[config.mk]
export PLATFORM = sky130hd
export DESIGN_NAME = coherence_bus_ctrl
export DESIGN_NICKNAME = d
export VERILOG_FILES = /design/src/rtl/coherence_bus_ctrl.sv
export SDC_FILE = /design/constraint.sdc
export NUM_CORES = 1
export LEC_CHECK = 0
export ABC_AREA = 1
export BUFFER_PORTS_ARGS = -buffer_cell sky130_fd_sc_hd__buf_2
export CORE_AREA = 2 2 194 196
export DETAILED_ROUTE_END_ITERATION = 10
export DIE_AREA = 0 0 196 198
export GPL_TIMING_DRIVEN = 0
export PLACE_DENSITY_LB_ADDON = 0.05
export SLEW_MARGIN = 10
export SYNTH_ARGS = -nofsm -noshare
export SYNTH_HDL_FRONTEND = slang
export SYNTH_SLANG_ARGS = --single-unit
[constraint.sdc]
create_clock -name CLK -period 1.8 [get_ports CLK]
set_input_delay 0.36 -clock CLK [delete_from_list [all_inputs] [get_ports CLK]]
set_output_delay 0.36 -clock CLK [all_outputs]
set_load 0.02 [all_outputs]
[src/rtl/coherence_bus_ctrl.sv]
// Purpose: N-CPU MSI snooping bus controller; round-robin arbitration of I/D cache requests onto one RAM port.
// Latency: one IDLE cycle to register the grant, then one RAM ACCESS per word (plus one SNOOP cycle for coherence misses).
// Backpressure: per-CPU iwait/dwait stay high until the RAM reports ACCESS; FREE/BUSY/ERROR hold all state.
module coherence_bus_ctrl #(
  parameter int CPUS     = 2,
  parameter int BLKWORDS = 2
) (
  input  logic                CLK,
  input  logic                nRST,
  input  logic [CPUS-1:0]     iREN,
  input  logic [CPUS-1:0]     dREN,
  input  logic [CPUS-1:0]     dWEN,
  input  logic [CPUS*32-1:0]  iaddr,
  input  logic [CPUS*32-1:0]  daddr,
  input  logic [CPUS*32-1:0]  dstore,
  input  logic [CPUS-1:0]     ccwrite,
  input  logic [CPUS-1:0]     cctrans,
  output logic [CPUS-1:0]     iwait,
  output logic [CPUS-1:0]     dwait,
  output logic [CPUS*32-1:0]  iload,
  output logic [CPUS*32-1:0]  dload,
  output logic [CPUS-1:0]     ccwait,
  output logic [CPUS-1:0]     ccinv,
  output logic [CPUS*32-1:0]  ccsnoopaddr,
  output logic                ramREN,
  output logic                ramWEN,
  output logic [31:0]         ramaddr,
  output logic [31:0]         ramstore,
  input  logic [31:0]         ramload,
  input  logic [1:0]          ramstate
);

  localparam int GW = (CPUS > 1) ? $clog2(CPUS) : 1;
  localparam logic [2:0] LAST_WORD = 3'(BLKWORDS - 1);

  typedef logic [GW-1:0] idx_t;
  typedef enum logic [2:0] {IDLE, WB, SNOOP, FWD, MEMRD, IFETCH} state_t;

  state_t     state_q, state_d;
  idx_t       gnt_q, gnt_d;
  idx_t       src_q, src_d;
  idx_t       rr_q, rr_d;
  logic [2:0] cnt_q, cnt_d;

  logic [CPUS-1:0] wb_req, cc_req, fwd_vec;
  logic [31:0]     daddr_g, dstore_g, iaddr_g, daddr_s, dstore_s;
  logic            access, live;

  // First set bit at or after ptr, wrapping round to index 0.
  function automatic idx_t rr_pick(input logic [CPUS-1:0] vec, input idx_t ptr);
    idx_t pick;
    logic found;
    int   idx;
    pick  = ptr;
    found = 1'b0;
    for (int k = 0; k < CPUS; k++) begin
      idx = int'(ptr) + k;
      if (idx >= CPUS) idx = idx - CPUS;
      if (!found && vec[idx]) begin
        found = 1'b1;
        pick  = idx_t'(idx);
      end
    end
    return pick;
  endfunction

  // Lowest set bit; forwarding source selection.
  function automatic idx_t lowest(input logic [CPUS-1:0] vec);
    idx_t pick;
    pick = '0;
    for (int j = CPUS - 1; j >= 0; j--) begin
      if (vec[j]) pick = idx_t'(j);
    end
    return pick;
  endfunction

  assign wb_req   = dWEN & ~cctrans;
  assign cc_req   = dREN & cctrans;
  assign access   = (ramstate == 2'd2);
  assign daddr_g  = daddr[gnt_q*32 +: 32];
  assign dstore_g = dstore[gnt_q*32 +: 32];
  assign iaddr_g  = iaddr[gnt_q*32 +: 32];
  assign daddr_s  = daddr[src_q*32 +: 32];
  assign dstore_s = dstore[src_q*32 +: 32];

  // Snoopers holding the block modified and offering its data; the requester never counts.
  always_comb begin
    fwd_vec        = ccwrite & dWEN;
    fwd_vec[gnt_q] = 1'b0;
  end

  // The granted requester still holds the request that started this transaction.
  always_comb begin
    live = 1'b0;
    case (state_q)
      WB:                live = wb_req[gnt_q];
      SNOOP, FWD, MEMRD: live = cc_req[gnt_q];
      IFETCH:            live = iREN[gnt_q];
      default:           live = 1'b0;
    endcase
  end

  // Next-state, grant, word counter and round-robin pointer.
  always_comb begin
    logic done;
    done    = 1'b0;
    state_d = state_q;
    gnt_d   = gnt_q;
    src_d   = src_q;
    cnt_d   = cnt_q;
    rr_d    = rr_q;
    case (state_q)
      IDLE: begin
        if (|wb_req) begin
          gnt_d   = rr_pick(wb_req, rr_q);
          state_d = WB;
        end else if (|cc_req) begin
          gnt_d   = rr_pick(cc_req, rr_q);
          state_d = (CPUS > 1) ? SNOOP : MEMRD;
        end else if (|iREN) begin
          gnt_d   = rr_pick(iREN, rr_q);
          state_d = IFETCH;
        end
      end
      SNOOP: begin
        if (!live) begin
          state_d = IDLE;
        end else if (|fwd_vec) begin
          src_d   = lowest(fwd_vec);
          state_d = FWD;
        end else begin
          state_d = MEMRD;
        end
      end
      WB, FWD, MEMRD: begin
        if (!live) state_d = IDLE;
        else if (access) begin
          if (cnt_q == LAST_WORD) done = 1'b1;
          else cnt_d = cnt_q + 3'd1;
        end
      end
      IFETCH: begin
        if (!live) state_d = IDLE;
        else if (access) done = 1'b1;
      end
      default: state_d = IDLE;
    endcase
    if (done) begin
      state_d = IDLE;
      rr_d    = (gnt_q == idx_t'(CPUS - 1)) ? '0 : gnt_q + 1'b1;
    end
    if (state_d == IDLE) cnt_d = '0;
  end

  // Bus outputs decoded from the current state; handshake pulses follow ramstate directly.
  always_comb begin
    iwait       = '1;
    dwait       = '1;
    iload       = '0;
    dload       = '0;
    ccwait      = '0;
    ccinv       = '0;
    ccsnoopaddr = '0;
    ramREN      = 1'b0;
    ramWEN      = 1'b0;
    ramaddr     = '0;
    ramstore    = '0;
    if (live) begin
      if (state_q inside {SNOOP, FWD, MEMRD}) begin
        for (int j = 0; j < CPUS; j++) begin
          if (j != int'(gnt_q)) begin
            ccwait[j]                = 1'b1;
            ccinv[j]                 = ccwrite[gnt_q];
            ccsnoopaddr[j*32 +: 32]  = daddr_g;
          end
        end
      end
      case (state_q)
        WB: begin
          ramWEN   = 1'b1;
          ramaddr  = daddr_g;
          ramstore = dstore_g;
          if (access) dwait[gnt_q] = 1'b0;
        end
        FWD: begin
          dload[gnt_q*32 +: 32] = dstore_s;
          ramWEN   = 1'b1;
          ramaddr  = daddr_s;
          ramstore = dstore_s;
          if (access) begin
            dwait[gnt_q] = 1'b0;
            dwait[src_q] = 1'b0;
          end
        end
        MEMRD: begin
          ramREN  = 1'b1;
          ramaddr = daddr_g;
          if (access) begin
            dload[gnt_q*32 +: 32] = ramload;
            dwait[gnt_q]          = 1'b0;
          end
        end
        IFETCH: begin
          ramREN  = 1'b1;
          ramaddr = iaddr_g;
          if (access) begin
            iload[gnt_q*32 +: 32] = ramload;
            iwait[gnt_q]          = 1'b0;
          end
        end
        default: ;
      endcase
    end
  end

  // State registers; reset aborts any transaction in flight.
  always_ff @(posedge CLK or negedge nRST) begin
    if (!nRST) begin
      state_q <= IDLE;
      gnt_q   <= '0;
      src_q   <= '0;
      rr_q    <= '0;
      cnt_q   <= '0;
    end else begin
      state_q <= state_d;
      gnt_q   <= gnt_d;
      src_q   <= src_d;
      rr_q    <= rr_d;
      cnt_q   <= cnt_d;
    end
  end

endmodule

[Word level (Yosys, flattened, before mapping)]
Cells that the tools add are included.
Word-level totals
  output and inout port bits: 266
  register bits: 9
  input port bits: 238
  word-level logic and storage cells: 202
Cells by class
  mux-type cells: 125
  bitwise logic cells: 10
  reductions and logical operators: 28
  equal/unequal tests: 8
  $lt $le $gt $ge: 12
  shift operators: 8
  $add $sub $neg: 6
Operator list (count)
  two-way mux 32 bit: 24
  two-way mux 64 bit: 6
  variable part select 64 x 7 -> 32 bit: 5
  < comparator 32 x 3 -> 1 bit, second input constant: 6
  AND 64 bit: 2
  case mux 64 bit (2 select lines): 1
  variable part select 32 x 34 -> 64 bit: 2
  case mux 32 bit (3 select lines): 1
  two-way mux 1 bit: 65
  case mux 32 bit (2 select lines): 1
  variable shift 32 x 34 -> 64 bit, first input constant: 1
  two-way mux 3 bit: 12
  negation 6 -> 34 bit: 1
  two-way mux 2 bit: 9
  OR reduction 2 bit: 7
  AND 2 bit: 5
  case mux 3 bit (3 select lines): 1
  equality test 3 x 1 -> 1 bit, second input constant: 2
  equality test 3 x 2 -> 1 bit, second input constant: 2
  equality test 3 bit, second input constant: 2
  logical NOT 3 bit: 2
  inverter 2 bit: 3
  nonzero test 2 bit: 3
  nonzero test 3 bit: 2
  22 further kinds: 32

[Logic depth before layout (Yosys ltp)]
Gate-level depths: netlist (run 1).
  depth after elaboration: 20
  gate-level depth with buffers: 13
  mapped depth without buffers: 11

[Least setup slack after synthesis (run 1)]
Ideal clock, no wire load.
  path kind: in2out
  start point: input ramstate[0]
  end point: output iload[23]
  data arrival time: 1.727 ns
  setup slack: -0.287 ns
  required time: 1.440 ns
  path buffers: 2
  cell stages on the path: 6
  cells stage by stage: or2_2 > clkbuf_1 > nor2_1 > nand3_1 > clkbuf_1 > nor2_1
On the way
  cells in the longest elaborated chain, start to end: 4
RTL lines
  start: declaration: RTL line 30  | input logic [1:0] ramstate
  equality test 2 bit: RTL line 79  | assign access = (ramstate == 2'd2);
  two-way mux 64 bit: RTL line 206  | if (access) begin
  two-way mux 64 bit: RTL line 178  | case (state_q)
  two-way mux 64 bit: RTL line 168  | if (live) begin
  end: declaration: RTL line 20  | output logic [CPUS*32-1:0] iload,
Every way passes these cells.

[Final worst setup path (run 1)]
  start point: register state_q[1]
  end point: output ccsnoopaddr[37]
On the way
  cells in the longest elaborated chain, start to end: 4
  elaborated cells between the ends (all ways): 10
  those cells by class: eq/ne: 5; mux: 3; reduce/logical: 2
RTL lines
  start: declaration: RTL line 39  | state_t state_q, state_d;
  start signal: assignment: RTL line 225  | state_q <= state_d;
  equality test 3 x 2 -> 1 bit / equality test 3 bit (equally long branches): RTL line 95, 169
  OR reduction 3 bit / nonzero test 3 bit (equally long branches): RTL line 95, 169
  case mux 1 bit (3 select lines) / two-way mux 64 bit (equally long branches): RTL line 95, 169
  two-way mux 64 bit *: RTL line 168
  end: declaration: RTL line 24  | output logic [CPUS*32-1:0] ccsnoopaddr,
Mark *: on every way between the ends. The rest lies on a longest branch, timed or not.

==> results by group, run 1 <==
Detailed routing
  – Via density: 4.42
  – ANT nets after route: 0
  – Iter 0 DRT Violations: 348
  – DRC: 0
  – Drt pass-1 iters: 5
  – Total wire length: between 40 and 50 mm
  – WL per Instance: 20.4 µm
  – Via Count: roughly 10k

Timing
  – Final hold vios: 0
  – Relative slew slack: 0.656
  – FMAX: roughly 410 MHz
  – Clk_skew: 2.59 ps
  – WHS: 519 ps
  – Unrepaired setup endpoints after global routing: true
  – Final Max Slew Viols: 0
  – Period minus WS final: roughly 2400 ps
  – Setup ws final: -629 ps
  – Worst-margin pin slew: 516 ps
  – Final Cycle Share: 1.35
  – # setup viols final: 270

Logic synthesis
  – Sequential fraction of the synthesis area: 0.0406
  – Syn nets: around 1.4k
  – Post-synth top cells: nand2_1, inv_1, nor2_1, o21ai_0, clkbuf_1
  – Area share of the largest cell type after synthesis: 0.231
  – Asr flop ratio synth: 1.00
  – Mapped cell area: 5550 µm²
  – Ys flop type: dfrtp_1
  – Post-synthesis cell count: 1189
  – Yosys warnings: 0
  – Yosys top cell by area: nand2_1
  – Yosys reg bits: 9
  – Most frequent cell after synthesis: nand2_1
  – Number of enable flip-flop cells after synthesis: 0
  – Largest cells by area after synthesis: nand2_1, inv_1, o21ai_0
  – Distinct cell type count after synthesis: 30
  – Synthesized area per cell: 4.67 µm²

Min path
  – Worst Hold Path Cells: 3
  – WHS Endpoint: gnt_q$_DFFE_PN0P_
  – Hold_sp: dWEN[1]
  – HP Class: in2reg

GRT
  – Met1 usage: 0.250
  – GRT Residual Overflow: 0
  – Largest net degree at the start of global routing: 11
  – M2 GR Usage: 0.426
  – Busiest grt layer: met2
  – Vias in the first global route: 9748
  – Gr usage total: 0.216
  – Met3 Usage GRT: 0.0346
  – Antenna violations before repair: 3
  – First-pass GRT wire length: ~63 mm

Power
  – Psw: 7640 µW
  – Clock power frac: 0.028
  – Switching Share: 0.551
  – Gate power share: 0.944
  – P_leak: between 0.008 and 0.009 µW
  – Power per cell area: slightly below 1000 nW/µm²
  – Maximum vdd drop: around 0.38 mV
  – Internal power: 6220 µW
  – Power Total: 13900 µW
  – Sequential power share: 0.028

Setup path
  – Top cell by count, worst path: nand2_4
  – Worst r2r path cells: 11
  – WP data arrival: 2070 ps
  – Critical Path Sink Type: primary output
  – WS Path Type: reg2out
  – Critical-path top delay cell: dfrtp_2
  – Maximum fanout along the worst path: 7
  – FF-to-FF setup slack: -140 ps
  – Crit start category: flop
  – Req. time, crit path: 1440 ps
  – R2r endpoint: src_q$_DFFE_PN0P_
  – Worst flop-to-flop path startpoint: state_q[1]$_DFF_PN0_
  – Max stage delay on crit path: 470 ps
  – Crit path cell chain: inv_4, buf_12, nand3_4, inv_4, nand2_4, nand3_4, nand2_4, clkinv_8, nand2_8, clkinv_8, clkbuf_16, nand2_4, inv_2, buf_6

Finish
  – Post-layout net count: between 2k and 2.5k
  – Layout cell share with drive strength beyond 1: 0.635
  – Area delta synth->final: 156%
  – Fill count: 4081

Die
  – Core Rows: 71
  – Die H: 198 µm
  – DIE WIDTH: 196 µm
  – Initial core utilization: 0.150
  – Core area: 37000 µm²
  – I/O pin cnt: 504
  – DIE AREA: 38800 µm²

Outcome
  – Failing checks: setup timing
  – Status: finished, violations left

Run
  – Max cap viols: 0

CTS
  – Worst-Skew Late Latency: 230 ps
  – Clock Tree Root: clkbuf_16
  – H-tree depth: 1
  – CTS buffer count: 3
  – Clock Tree Buf Depth: 2
  – Reg clk slew, reported paths: approximately 40 ps
  – Clock sink count: 9
  – TritonCTS clock tree: done

Placed design
  – Place WS: -1010 ps
  – HPWL after DPL: 35.6 mm
  – Port Buffer Count: 503
  – Placer Congestion: approximately 0.79
-- how the worst max path moves through the flow --
| stage | startpoint | end | slack (ps) |
|---|---|---|---|
| after global routing | state_q[0]$_DFF_PN0_ | ramaddr[29] | -700 |
| after detailed placement | state_q[2]$_DFF_PN0_ | ccsnoopaddr[14] | -1010 |
| after global placement | state_q[1]$_DFF_PN0_ | ccsnoopaddr[14] | -1020 |
| after CTS | state_q[0]$_DFF_PN0_ | ccsnoopaddr[46] | -630 |
| after floorplan | state_q[1]$_DFF_PN0_ | ccsnoopaddr[54] | -70 |
| final | state_q[1]$_DFF_PN0_ | ccsnoopaddr[37] | -630 |
-- worst max-delay path: cells and delay by family, from the launching register on --
family	cells	cell delay, ps
simple gates	6	560
flops	1	470
buf+inv	8	800
-- power groups by stage --
stage | clock network [µW] | logic (µW) | registers [µW]
after CTS | 399 | 10900 | 380
after floorplan | 0 | 5180 | 314
final | 393 | 13100 | 382
after global routing | 415 | 14100 | 393
after detailed placement | 0 | 8210 | 345
after global placement | 0 | 8220 | 344
-- final cells by class --
cell class              count  area, µm²  area share
multi-input cells         805       6110       0.430
repair buffers            598       5030       0.354
inverters                 289       1160      0.0814
plain buffers              79       1000      0.0707
well taps                 474        593      0.0417
flip-flops and latches      9        229      0.0161
clock buffers               4       78.8     0.00555
diodes                      1       2.50    0.000176
-- metal layers --
metal	wire length, µm	vias up
met5	24	-
met4	637	4
met3	2510	37
met2	25000	364
met1	17900	4695
li1	-	4876
-- cell families (layout without fill, tap and decap cells) --
kind of cell    Yosys count  in the layout  share of synthesized area
xor+xnor                  1              1                    0.00158
compound gates          263            263                      0.280
buf+inv                 375            970                      0.265
simple gates            508            508                      0.352
other cells               0              1                          0
flops                     9              9                     0.0406
fa+ha+maj                 2              2                    0.00451
mux                      31             31                     0.0559
-- layout by cell type, fill, tap and decap left out, types with 19 or more instances in the layout --
cell	n
buf_2	268
nand2_1	215
buf_6	195
inv_2	152
inv_1	123
buf_4	117
nand2_4	115
o21ai_0	93
nor2_1	76
nor2_4	67
buf_12	43
a21oi_1	39
o22ai_1	32
o32ai_4	22
o21ai_1	20
mux2i_1	19
-- through the flow --
stage | cells | setup TNS (ps) | area [µm²] | utilization
2_1_floorplan | 1189 | -9010 | 6330 | -
3_3_place_gp | 2166 | -212670 | 9440 | 0.256
3_5_place_dp | 2166 | -217010 | 9440 | 0.256
4_1_cts | 2225 | -140480 | 11600 | 0.314
5_1_grt | 2259 | -160190 | 14200 | 0.384
6_report | 2259 | -139380 | 14200 | 0.384
-- sequential cells by signal, indices dropped and copies added, names as in the netlist --
name	flops
src_q	1
state_q	3
rr_q	1
cnt_q	3
gnt_q	1
-- repair_timing --
action	CTS	global route
cloned	8	11
setup buffers	49	33
endpoints found under the hold margin	9	0
gates resized for setup	416	653
pin swaps	21	50
endpoints found under the setup margin	274	274
hold buffers	1	0
No activity file was read; power rests on OpenSTA's default activity.
==> run 2, diff against run 1 <==
- TNS_END_PERCENT: not set -> 5
==> run 2 against run 1 <==
Against the previous run:
- worst setup slack gained 71 ps
- the flow still finishes with violations (setup timing)
- wire length decreased by 7.1%
- clock power is essentially flat
- sequential share of layout area up 0.28 points
- critical path depth is the same
- count of clock-buffer cells in the layout stayed put
- register-to-register slack improved by 20 ps
- sequential cell count unchanged
- via count shrank 3.9%
- final cell count fell by 1.9%
- maximum frequency increased by 3.0%
==> results by group, run 2 (same netlist as run 1, synthesis figures left out) <==
CTS
  – Clock sink count: 9
  – Clock Tree Buf Depth: 2
  – Reg clk slew, reported paths: 40 ps
  – H-tree depth: 1
  – Worst-Skew Late Latency: 230 ps
  – Clock Tree Root: clkbuf_16
  – CTS buffer count: 3
  – TritonCTS clock tree: done

Setup path
  – Crit start category: flop
  – Maximum fanout along the worst path: 6
  – WP data arrival: 2000 ps
  – WS Path Type: reg2out
  – Req. time, crit path: between 1000 and 1500 ps
  – Critical Path Sink Type: primary output

Timing
  – Setup ws final: -558 ps
  – FMAX: between 400 and 500 MHz
  – # setup viols final: 269
  – Final Max Slew Viols: 0
  – Final hold vios: 0
  – Final Cycle Share: 1.31
  – Unrepaired setup endpoints after global routing: true
  – Relative slew slack: 0.690
  – Clk_skew: 1.63 ps
  – Worst-margin pin slew: between 400 and 500 ps
  – Period minus WS final: approximately 2400 ps

Detailed routing
  – ANT nets after route: 0
  – DRC: 0
  – Via Count: 9585
  – WL per Instance: 19.3 µm
  – Drt pass-1 iters: 4
  – Iter 0 DRT Violations: roughly 290
  – Total wire length: about 43 mm
  – Via density: 4.33

Finish
  – Regs by FF count: cnt_q: 3 flops, state_q: 3 flops
  – Most common cell after layout, fill and taps aside: buf_2
  – Layout cell share with drive strength beyond 1: 0.539
  – Area delta synth->final: 118%
  – Post-layout net count: roughly 2k
  – Fill count: around 4.3k
  – Utilization after layout: 0.327
  – Commonest cells after routing, fill and taps aside: buf_2, nand2_1, inv_1

Die
  – DIE AREA: between 30000 and 40000 µm²
  – Core Rows: just over 70
  – Initial core utilization: 0.150
  – Die H: 198 µm
  – DIE WIDTH: between 150 and 200 µm
  – I/O pin cnt: 504
  – Core area: 37000 µm²

GRT
  – Antenna violations before repair: 7
  – Largest net degree at the start of global routing: 11
  – Vias in the first global route: 9579
  – First-pass GRT wire length: 61.7 mm
  – Gr usage total: 0.210
  – GRT Residual Overflow: 0

Power
  – Maximum vdd drop: ~0.44 mV
  – Power Total: 11700 µW
  – P_leak: 0.00749 µW
  – Power per cell area: slightly below 1000 nW/µm²

Outcome
  – Failing checks: setup timing
  – Status: finished, violations left

Min path
  – HP Class: in2reg

Run
  – Max cap viols: 0

Placed design
  – Placer Congestion: 0.811
  – Port Buffer Count: 503
  – HPWL after DPL: roughly 36 mm
run 2: changes by cell type in the layout (fill, tap and decap cells not counted), sizes merged:
cell,previous run,this run
diode,1,3
clkbuf,40,39
buf,639,596
bufbuf,1,0
run 2: worst max-delay path: stages (launching register included):
cell	delay [ps]
dfrtp_2	490
clkinv_4	130
nand3_4	110
nand2_4	60
nand2_4	60
nand3_4	140
nand2_4	120
inv_6	40
nand2_4	80
clkinv_8	80
buf_6	120
buf_4	120
nand2_2	50
inv_2	30
buf_6	120
run 2: where the power goes:
part           switching (µW)  leakage (µW)  internal, µW  total (µW)
Clock                    96.5     0.0000382           296         393
Sequential                113      0.000112           266         379
Combinational            6500       0.00734          4390       10900
Total                    6710       0.00749          4960       11700
run 2: layout make-up:
cell class	count	area (µm²)	area share
multi-input cells	805	5260	0.435
repair buffers	548	3770	0.312
inverters	289	1140	0.0943
plain buffers	84	1020	0.0840
well taps	474	593	0.0490
flip-flops and latches	9	229	0.0189
clock buffers	4	78.8	0.00652
diodes	3	7.51	0.000621
run 2: stage by stage:
stage	hold slack [ps]	setup TNS (ps)	cells	worst slack (ps)	cell area (µm²)
6_report	514	-120970	2216	-558	12100
5_1_grt	535	-147080	2215	-654	12100
4_1_cts	512	-121470	2211	-564	11600
3_5_place_dp	234	-212480	2166	-1090	9280
3_3_place_gp	231	-207160	2166	-1070	9280
2_1_floorplan	64.4	-11230	1189	-74.6	6170
run 2: final timing paths:
check | start | endpoint | slack (ps) | cells after the start
setup / recovery | gnt_q$_DFFE_PN0P_ | ccsnoopaddr[63] | -560 | 14
hold / removal | dWEN[1] | gnt_q$_DFFE_PN0P_ | 510 | 3
setup reg to reg | gnt_q$_DFFE_PN0P_ | cnt_q[1]$_DFFE_PN0P_ | -120 | 13
hold reg to reg | cnt_q[2]$_DFFE_PN0P_ | cnt_q[2]$_DFFE_PN0P_ | 520 | 3
max in group asynchronous | nRST | gnt_q$_DFFE_PN0P_ | 1080 | 2
min in group asynchronous | nRST | cnt_q[2]$_DFFE_PN0P_ | 520 | 2
run 2: layer usage:
metal | up-vias | GRT usage | wire length [µm]
li1 | 4778 | - | -
met4 | 8 | 0.0137 | 214
met2 | 302 | 0.405 | 22400
met3 | 20 | 0.0303 | 2130
met1 | 4477 | 0.254 | 18000
met5 | - | 0 | 46
run 2: repair_timing:
action / 4_1_cts / 5_1_grt
gates cloned: 5 / 0
endpoints found under the hold margin: 9 / 0
buffers inserted: 37 / 6
setup endpoints to repair: 272 / 270
hold buffers: 1 / 0
gates resized for setup: 522 / 173
pin swaps: 15 / 18
==> run 3, diff against run 2 <==
- CORE_AREA: 2 2 194 196 -> 2 2 197 199
- CTS_BUF_LIST: not set -> sky130_fd_sc_hd__clkbuf_4 sky130_fd_sc_hd__clkbuf_8
- DIE_AREA: 0 0 196 198 -> 0 0 199 201
==> run 3 against run 2 <==
Against the previous run:
- the flow still finishes with violations (setup timing)
- register-to-register slack worse by 80 ps
- via count is 1.2% higher
- wire length is 4.8% higher
- critical path depth stayed put
- worst setup slack worse by 62 ps
- hold slack better by 1.4 ps
- sequential power is 1% lower
- final cell count is 2.3% higher
- power is 5.1% higher
- critical path type unchanged
- largest cell class unchanged
- largest power group unchanged
==> results by group, run 3 (same netlist as run 1, synthesis figures left out) <==
Outcome
  – Status: finished, violations left
  – Failing checks: setup timing

Die
  – Die H: 201 µm
  – DIE WIDTH: between 150 and 200 µm
  – Core Rows: 72
  – I/O pin cnt: a little over 500
  – Core area: 38100 µm²
  – Initial core utilization: 0.146
  – DIE AREA: between 30000 and 40000 µm²

Power
  – Gate power share: 0.949
  – Psw: 6920 µW
  – Clock power frac: 0.020
  – Maximum vdd drop: 0.542 mV
  – Switching Share: 0.565
  – P_leak: 0.00748 µW
  – Power per cell area: between 900 and 1000 nW/µm²
  – Internal power: 5340 µW
  – Sequential power share: 0.031

Setup path
  – Max stage delay on crit path: 490 ps
  – Critical Path Sink Type: primary output
  – Worst r2r path cells: 14
  – Crit path cell chain: clkinv_4, nand3_2, nand2_2, nand2_2, nand3_4, nand2_4, inv_6, nand2_4, inv_6, buf_12, buf_12, nand2_4, inv_2, buf_6
  – FF-to-FF setup slack: -200 ps
  – Req. time, crit path: 1440 ps
  – Maximum fanout along the worst path: 7
  – Top cell by count, worst path: nand2_4
  – Crit start category: flop
  – WP data arrival: 2060 ps
  – WS Path Type: reg2out
  – Critical-path top delay cell: dfrtp_2

Timing
  – Unrepaired setup endpoints after global routing: true
  – Relative slew slack: 0.665
  – Final hold vios: 0
  – Setup TNS: -128680 ps
  – Final Max Slew Viols: 0
  – Worst-margin pin slew: 503 ps
  – Final Cycle Share: 1.34
  – Period minus WS final: around 2400 ps
  – Clk_skew: between 0.6 and 0.7 ps
  – # setup viols final: 271
  – Setup ws final: -620 ps
  – FMAX: around 410 MHz
  – WHS: 515 ps

Finish
  – Commonest cells after routing, fill and taps aside: buf_2, nand2_1, inv_1
  – Regs by FF count: cnt_q: 3 flops, state_q: 3 flops
  – Post-layout net count: between 1.5k and 2k
  – Most common cell after layout, fill and taps aside: buf_2
  – Utilization after layout: 0.327
  – Post-Layout Cell Count: 2267
  – Area delta synth->final: 124%
  – Layout cell share with drive strength beyond 1: 0.560

CTS
  – Clock sink count: 9
  – Clock Tree Root: clkbuf_8
  – Worst-Skew Late Latency: approximately 230 ps
  – Reg clk slew, reported paths: approximately 50 ps
  – TritonCTS clock tree: done
  – Clock Tree Buf Depth: 2
  – H-tree depth: 1
  – CTS buffer count: 3

Detailed routing
  – Total wire length: about 45 mm
  – Via Count: 9699
  – Iter 0 DRT Violations: between 300 and 400
  – ANT nets after route: 0
  – DRC: 0
  – Via density: roughly 4.3
  – Drt pass-1 iters: 5
  – WL per Instance: 19.8 µm

Placed design
  – Placer Congestion: 0.791
  – Placed Cells: between 2k and 2.5k
  – Place WS: -1090 ps
  – Port Buffer Count: 503
  – HPWL after DPL: 36.5 mm

GRT
  – Largest net degree at the start of global routing: 11
  – Vias in the first global route: 9460
  – GRT Residual Overflow: 0
  – First-pass GRT wire length: between 60 and 70 mm
  – Antenna violations before repair: 8
  – Gr usage total: 0.212

Min path
  – HP Class: in2async

Run
  – Max cap viols: 0
run 3: cell count changes in the layout (fill, tap and decap cells not counted), sizes merged:
cell	change
clkinv	-2
buf	+2
clkbuf	+3
clkinvlp	+1
bufbuf	+2
inv	+1
run 3: power by group through the flow:
| stage | Sequential (µW) | Combinational, µW | Clock [µW] |
|---|---|---|---|
| after global placement | 339 | 8060 | 0 |
| after detailed placement | 339 | 8040 | 0 |
| after floorplan | 313 | 4970 | 0 |
| after CTS | 379 | 10900 | 257 |
| final | 375 | 11600 | 248 |
| after global routing | 384 | 12500 | 270 |
run 3: metal layers:
layer  up-vias  GRT usage  part of all wire
met5         -          0            0.0014
met4        10     0.0176            0.0075
met3        26     0.0393             0.059
met2       347      0.401              0.52
met1      4534      0.253              0.41
li1       4782          -                 -
run 3: layout make-up:
type	count	area, µm²
Inverter	289	1130
Sequential cell	9	229
Antenna cell	3	7.51
Buffer	86	1130
Multi-Input combinational cell	805	5250
Timing Repair Buffer	553	4020
Clock buffer	4	48.8
Fill cell	4313	25600
Tap cell	518	648
run 3: critical path: cells and delay by family, from the launching register on:
kind	cells	cell delay [ps]
flip-flops	1	490
AND/OR/NAND/NOR	7	650
buffers and inverters	7	680
run 3: per-stage QoR:
| step | area (µm²) | power, µW |
|---|---|---|
| 3_3_place_gp | 9330 | 8400 |
| 3_5_place_dp | 9330 | 8380 |
| 2_1_floorplan | 6170 | 5290 |
| 4_1_cts | 11800 | 11500 |
| 6_report | 12500 | 12300 |
| 5_1_grt | 12500 | 13200 |
run 3: path summary, 6_finish.rpt:
check	start	to
max in group asynchronous	nRST	state_q[2]$_DFF_PN0_
setup reg to reg	gnt_q$_DFFE_PN0P_	cnt_q[1]$_DFFE_PN0P_
setup / recovery	gnt_q$_DFFE_PN0P_	ccsnoopaddr[49]
hold reg to reg	cnt_q[2]$_DFFE_PN0P_	cnt_q[2]$_DFFE_PN0P_
hold / removal	nRST	cnt_q[0]$_DFFE_PN0P_
min in group CLK	dWEN[1]	gnt_q$_DFFE_PN0P_
run 3: timing repair:
item | in CTS | in global routing
gates resized for setup | 540 | 201
hold buffers | 1 | 0
pin swaps | 16 | 27
endpoints found under the setup margin | 273 | 273
cloned | 6 | 0
buffers inserted | 38 | 5
endpoints found under the hold margin | 9 | 0
